### src/rtl/decoder_pipe.sv
`default_nettype none
// +--------------------------------------------------------------------------+
// | decoder_pipe: registered binary/thermometer decoder with a valid/ready   |
// | stream interface, two-entry skid buffer and a saturating error counter.  |
// | Optional feature macro: DECODER_THERM_EN (adds thermMode port).          |
// | Revision: 1.0                                                            |
// +--------------------------------------------------------------------------+
module decoder_pipe #(
  parameter int IN_W  = 4,
  parameter int OUT_W = 16
) (
  input  logic             clk,
  input  logic             rst_n,
  input  logic [IN_W-1:0]  dataIn,
  input  logic             inValid,
  output logic             inReady,
  output logic [OUT_W-1:0] dataOut,
  output logic             outOfRange,
  output logic             outValid,
  input  logic             outReady,
  input  logic             errClr,
  output logic [7:0]       errCount
`ifdef DECODER_THERM_EN
  ,
  input  logic             thermMode
`endif
);

  typedef enum logic [1:0] {
    S_EMPTY = 2'd0,
    S_ONE   = 2'd1,
    S_TWO   = 2'd2
  } state_t;

  state_t           state_q, state_d;
  logic [OUT_W-1:0] or_data_q, or_data_d;
  logic [OUT_W-1:0] sk_data_q, sk_data_d;
  logic             or_oor_q, or_oor_d;
  logic             sk_oor_q, sk_oor_d;
  logic             in_ready_q, in_ready_d;
  logic             out_valid_q, out_valid_d;
  logic [7:0]       err_q, err_d;

  logic [OUT_W-1:0] dec_word;
  logic             dec_oor;
  logic             therm_sel;
  logic             accept;
  logic             xfer;

`ifdef DECODER_THERM_EN
  assign therm_sel = thermMode;
`else
  assign therm_sel = 1'b0;
`endif

  // An out-of-range code matches no one-hot bit and exceeds every thermometer
  // bit, so the 0 / all-ones results fall out of the per-bit compare.
  always_comb begin
    dec_oor = (32'(dataIn) >= OUT_W);
    for (int k = 0; k < OUT_W; k++) begin
      dec_word[k] = therm_sel ? (32'(dataIn) >= k) : (32'(dataIn) == k);
    end
  end

  assign accept = inValid && in_ready_q;
  assign xfer   = out_valid_q && outReady;

  always_comb begin
    state_d   = state_q;
    or_data_d = or_data_q;
    or_oor_d  = or_oor_q;
    sk_data_d = sk_data_q;
    sk_oor_d  = sk_oor_q;
    case (state_q)
      S_EMPTY: begin
        if (accept) begin
          or_data_d = dec_word;
          or_oor_d  = dec_oor;
          state_d   = S_ONE;
        end
      end
      S_ONE: begin
        if (accept && xfer) begin
          or_data_d = dec_word;
          or_oor_d  = dec_oor;
        end else if (accept) begin
          sk_data_d = dec_word;
          sk_oor_d  = dec_oor;
          state_d   = S_TWO;
        end else if (xfer) begin
          state_d   = S_EMPTY;
        end
      end
      S_TWO: begin
        if (xfer) begin
          or_data_d = sk_data_q;
          or_oor_d  = sk_oor_q;
          state_d   = S_ONE;
        end
      end
      default: state_d = S_EMPTY;
    endcase
    in_ready_d  = (state_d != S_TWO);
    out_valid_d = (state_d != S_EMPTY);
  end

  // Clear wins over a simultaneous increment.
  always_comb begin
    err_d = err_q;
    if (errClr) begin
      err_d = 8'd0;
    end else if (accept && dec_oor && (err_q != 8'hFF)) begin
      err_d = err_q + 8'd1;
    end
  end

  always_ff @(posedge clk or negedge rst_n) begin
    if (!rst_n) begin
      state_q     <= S_EMPTY;
      or_data_q   <= '0;
      or_oor_q    <= 1'b0;
      sk_data_q   <= '0;
      sk_oor_q    <= 1'b0;
      in_ready_q  <= 1'b1;
      out_valid_q <= 1'b0;
      err_q       <= 8'd0;
    end else begin
      state_q     <= state_d;
      or_data_q   <= or_data_d;
      or_oor_q    <= or_oor_d;
      sk_data_q   <= sk_data_d;
      sk_oor_q    <= sk_oor_d;
      in_ready_q  <= in_ready_d;
      out_valid_q <= out_valid_d;
      err_q       <= err_d;
    end
  end

  assign inReady    = in_ready_q;
  assign outValid   = out_valid_q;
  assign dataOut    = or_data_q;
  assign outOfRange = or_oor_q;
  assign errCount   = err_q;

endmodule
`default_nettype wire

### config.mk
export PLATFORM = sky130hd
export DESIGN_NAME = decoder_pipe
export DESIGN_NICKNAME = d
export VERILOG_FILES = /design/src/rtl/decoder_pipe.sv
export SDC_FILE = /design/constraint.sdc
export NUM_CORES = 1
export LEC_CHECK = 0
export ABC_AREA = 1
export CORE_MARGIN = 2
export CORE_UTILIZATION = 50
export DETAILED_ROUTE_END_ITERATION = 10
export GPL_TIMING_DRIVEN = 0
export PLACE_DENSITY = 0.82
export SYNTH_ARGS = -nofsm -noshare
export SYNTH_HDL_FRONTEND = slang
export SYNTH_SLANG_ARGS = --single-unit
### constraint.sdc
create_clock -name clk -period 2.3 [get_ports clk]
set_input_delay 0.345 -clock clk [delete_from_list [all_inputs] [get_ports clk]]
set_output_delay 0.345 -clock clk [all_outputs]
set_load 0.05 [all_outputs]
==> flow_summary.yaml <==
setup_path:
  crit_family: "buffers and inverters"
  timing.critical_path.from: "inReady"
  critical_path.startpoint_type: "flip-flop"
  end_kind: "primary output"
  critical_path.max_stage_delay_ns: 0.80
  critical-path-slowest-cell: "sky130_fd_sc_hd__clkdlybuf4s50_1"
  cp_num_buf_inv: 1
  worst-endpoint-required_ns: 1.96
  cp_cell_sequence: "clkdlybuf4s50_1"
  largest_fanout_of_any_net_on_the_critical_path: 3
  critPathArrivalTime_ns: 1.63
  r2r_start: "inReady"
  critical_path_class: "reg2out"
clock_network:
  cts.sink_count: 36
  insertion_delay_ns: 0.28
  clk_root_buf: "sky130_fd_sc_hd__clkbuf_8"
  number_of_levels_the_h_tree_was_split_into: 2
  cts-hold-fix-buffers: 0
  ctsLongestPathBuffers: 2
  post_cts.resized_instances: 0
  cts_setup_buffers: 0
  tritoncts: "done"
  worst_setup_hold_path_clk_slew_ns: 0.07
  cts-buffers-inserted: 5
detailed_routing:
  drt-wirelength-per-cell_um: 11.58
  detail_route.iter0.violations: 56
  drt-total-wl_um: 3716
  via_per_inst: 4.925
  ant_nets: 0
  total_number_of_vias: 1581
  detailedRoute.firstPassIterationCount: 4
  post_detailed_route_drc_marker_count: 0
global_route:
  grt_pass1_vias: 1546
  grt_pass1_wl_um: 6506
  grt-ovfl-total: 0
  globalRouteTotalUtil_pct: 19.80
  grt_antenna_before_repair: 0
  grt_max_degree: 37
floorplan:
  design.portCount: 36
  initial_utilization_pct: 52.07
  die_span_in_x_um: 65.98
  rows: 22
  dieHeight_um: 65.98
  core-area_um2: 3689
  dieArea_um2: 4353
final_layout:
  ff_latch_area_um2: 902.1
  final_layout_size_suffix_gt1_share_pct: 24.54
  post_layout_nonfiller_instances: 321
  final_cell_area_um2: 2346
  num_antenna_cells: 0
  multiInputGateArea_um2: 884.6
  nFillCells: 307
  end_of_flow_core_utilization_pct: 63.60
  area_growth_syn_to_layout_pct: 22.15
  nNetsFinal: 281
logic_synthesis:
  post_synth_num_cell_types: 20
  netlist_area_um2: 1921
  seq_area_frac_synth_pct: 46.97
  ys.warnings.count: 0
  synth.ff_latch_count: 36
  synthesis.instances: 232
  syn_avg_cell_area_um2: 8.278
sta:
  minimum_clock_period_after_layout_ns: 1.973
  setup_viol: 0
  worstMarginPinSlew_ns: 0.8002
  timing.final.max_slew_violations: 0
  setup_total_negative_slack_ns: 0
  max-slew-margin-rel_pct: 46.66
  period_share_pct: 85.77
  rsz0062_at_grt: "no"
  timing_hold_violations_final: 0
  worst_clock_skew_ns: 0.004538
  clock.fmax_mhz: 506.9
power_and_ir_drop:
  static-leakage-power_nw: 1.369
  vdd_drop_max_v: 0.0006347
  power.total_mw: 2.749
  cellPowerDensity_nw_per_um2: 1172
place:
  place.detailed.hpwl_um: 2588
  portBuffers: 25
  dpl_cell_area_um2: 2256
  placed_cells_incl_taps: 313
  finalWeightedCongestion: 0.8266
outcome:
  status: "completed"
job:
  maxCapViolCount: 0
hold_path:
  worst_hold_path_type: "in2async"
## placed cells by master (no fill, tap or decap)
| cell | instances |
|---|---|
| sky130_fd_sc_hd__buf_2 | 4 |
| sky130_fd_sc_hd__dfstp_2 | 1 |
| sky130_fd_sc_hd__nand2_1 | 92 |
| sky130_fd_sc_hd__buf_4 | 11 |
| sky130_fd_sc_hd__clkbuf_8 | 6 |
| sky130_fd_sc_hd__inv_1 | 7 |
| sky130_fd_sc_hd__nand2_4 | 12 |
| sky130_fd_sc_hd__dfrtp_1 | 35 |
| sky130_fd_sc_hd__inv_6 | 1 |
| sky130_fd_sc_hd__buf_12 | 1 |
| sky130_fd_sc_hd__nor2_4 | 1 |
| sky130_fd_sc_hd__nor2_2 | 4 |
| sky130_fd_sc_hd__nand3b_2 | 1 |
| sky130_fd_sc_hd__clkbuf_1 | 2 |
| sky130_fd_sc_hd__nand2_2 | 21 |
| sky130_fd_sc_hd__conb_1 | 9 |
| sky130_fd_sc_hd__clkdlybuf4s50_1 | 24 |
| sky130_fd_sc_hd__inv_2 | 3 |
| sky130_fd_sc_hd__nand3_2 | 1 |
| sky130_fd_sc_hd__o21ai_1 | 1 |
| sky130_fd_sc_hd__nor2_1 | 4 |
| sky130_fd_sc_hd__nand4_1 | 1 |
| sky130_fd_sc_hd__nand3_1 | 31 |
## Yosys cell counts, drive strengths merged
master	count	share of area (%)
nand3	32	8.6
nor2	9	2.7
o21ai	1	0.26
dfstp	1	1.4
nand2	125	32
dfrtp	35	46
nand4	1	0.33
conb	1	0.20
buf	15	6.1
nand3b	1	0.59
inv	11	2.4
## logic make-up (layout without fill, tap and decap cells)
kind of cell	after synthesis	in the layout	share of synthesized area, %
and+or+nand+nor	168	168	44.04
DFF	36	36	46.97
buffers and inverters	26	59	8.534
other	1	9	0.1953
AOI/OAI and AO/OA	1	1	0.2603
## per-layer routing
| metal | track usage (%) | routed length, um | vias up |
|---|---|---|---|
| met4 | 10.71 | 148 | 0 |
| met2 | 33.08 | 1746 | 56 |
| met3 | 4.089 | 216 | 17 |
| met1 | 23.87 | 1605 | 727 |
| met5 | 0 | 0 | - |
| li1 | - | - | 781 |
## path summary, 6_finish.rpt
kind	end	slack, ns	cells after the start
setup reg to reg	sk_data_q[14]	0.83	5
setup / recovery	inReady	0.33	1
max in group asynchronous	sk_data_q[14]	1.65	1
min in group clk	sk_data_q[11]	0.49	2
hold reg to reg	sk_data_q[11]	0.49	2
hold / removal	dataOut[1]	0.14	1
## flip-flops by register name, summed over array words and instances (netlist names)
register and flops:
inReady 1, sk_data_q 16, outValid 1, dataOut 16
state_q 2
## layout make-up
cell class,count,area share (%)
well taps,48,2.560
repair buffers,25,10.45
flip-flops and latches,36,38.45
plain buffers,15,5.013
clock buffers,8,3.840
inverters,11,1.973
multi-input cells,178,37.71
## through the flow
| step | hold slack [ns] | setup WS [ns] |
|---|---|---|
| after floorplan | 0.04941 | 0.7958 |
| after global placement | 0.4548 | 0.09792 |
| after detailed placement | 0.4657 | 0.5079 |
| after CTS | 0.1639 | 0.3173 |
| after global routing | 0.1959 | 0.2893 |
| final | 0.1447 | 0.3274 |
## report_power, final
| group | switching (mW) | total (mW) | internal, mW | leakage, nW |
|---|---|---|---|---|
| logic | 0.923 | 1.35 | 0.428 | 0.836 |
| registers | 0.109 | 0.944 | 0.834 | 0.488 |
| clock network | 0.210 | 0.454 | 0.244 | 0.0455 |
| total | 1.24 | 2.75 | 1.51 | 1.37 |
(Power assumes the default switching activity.)
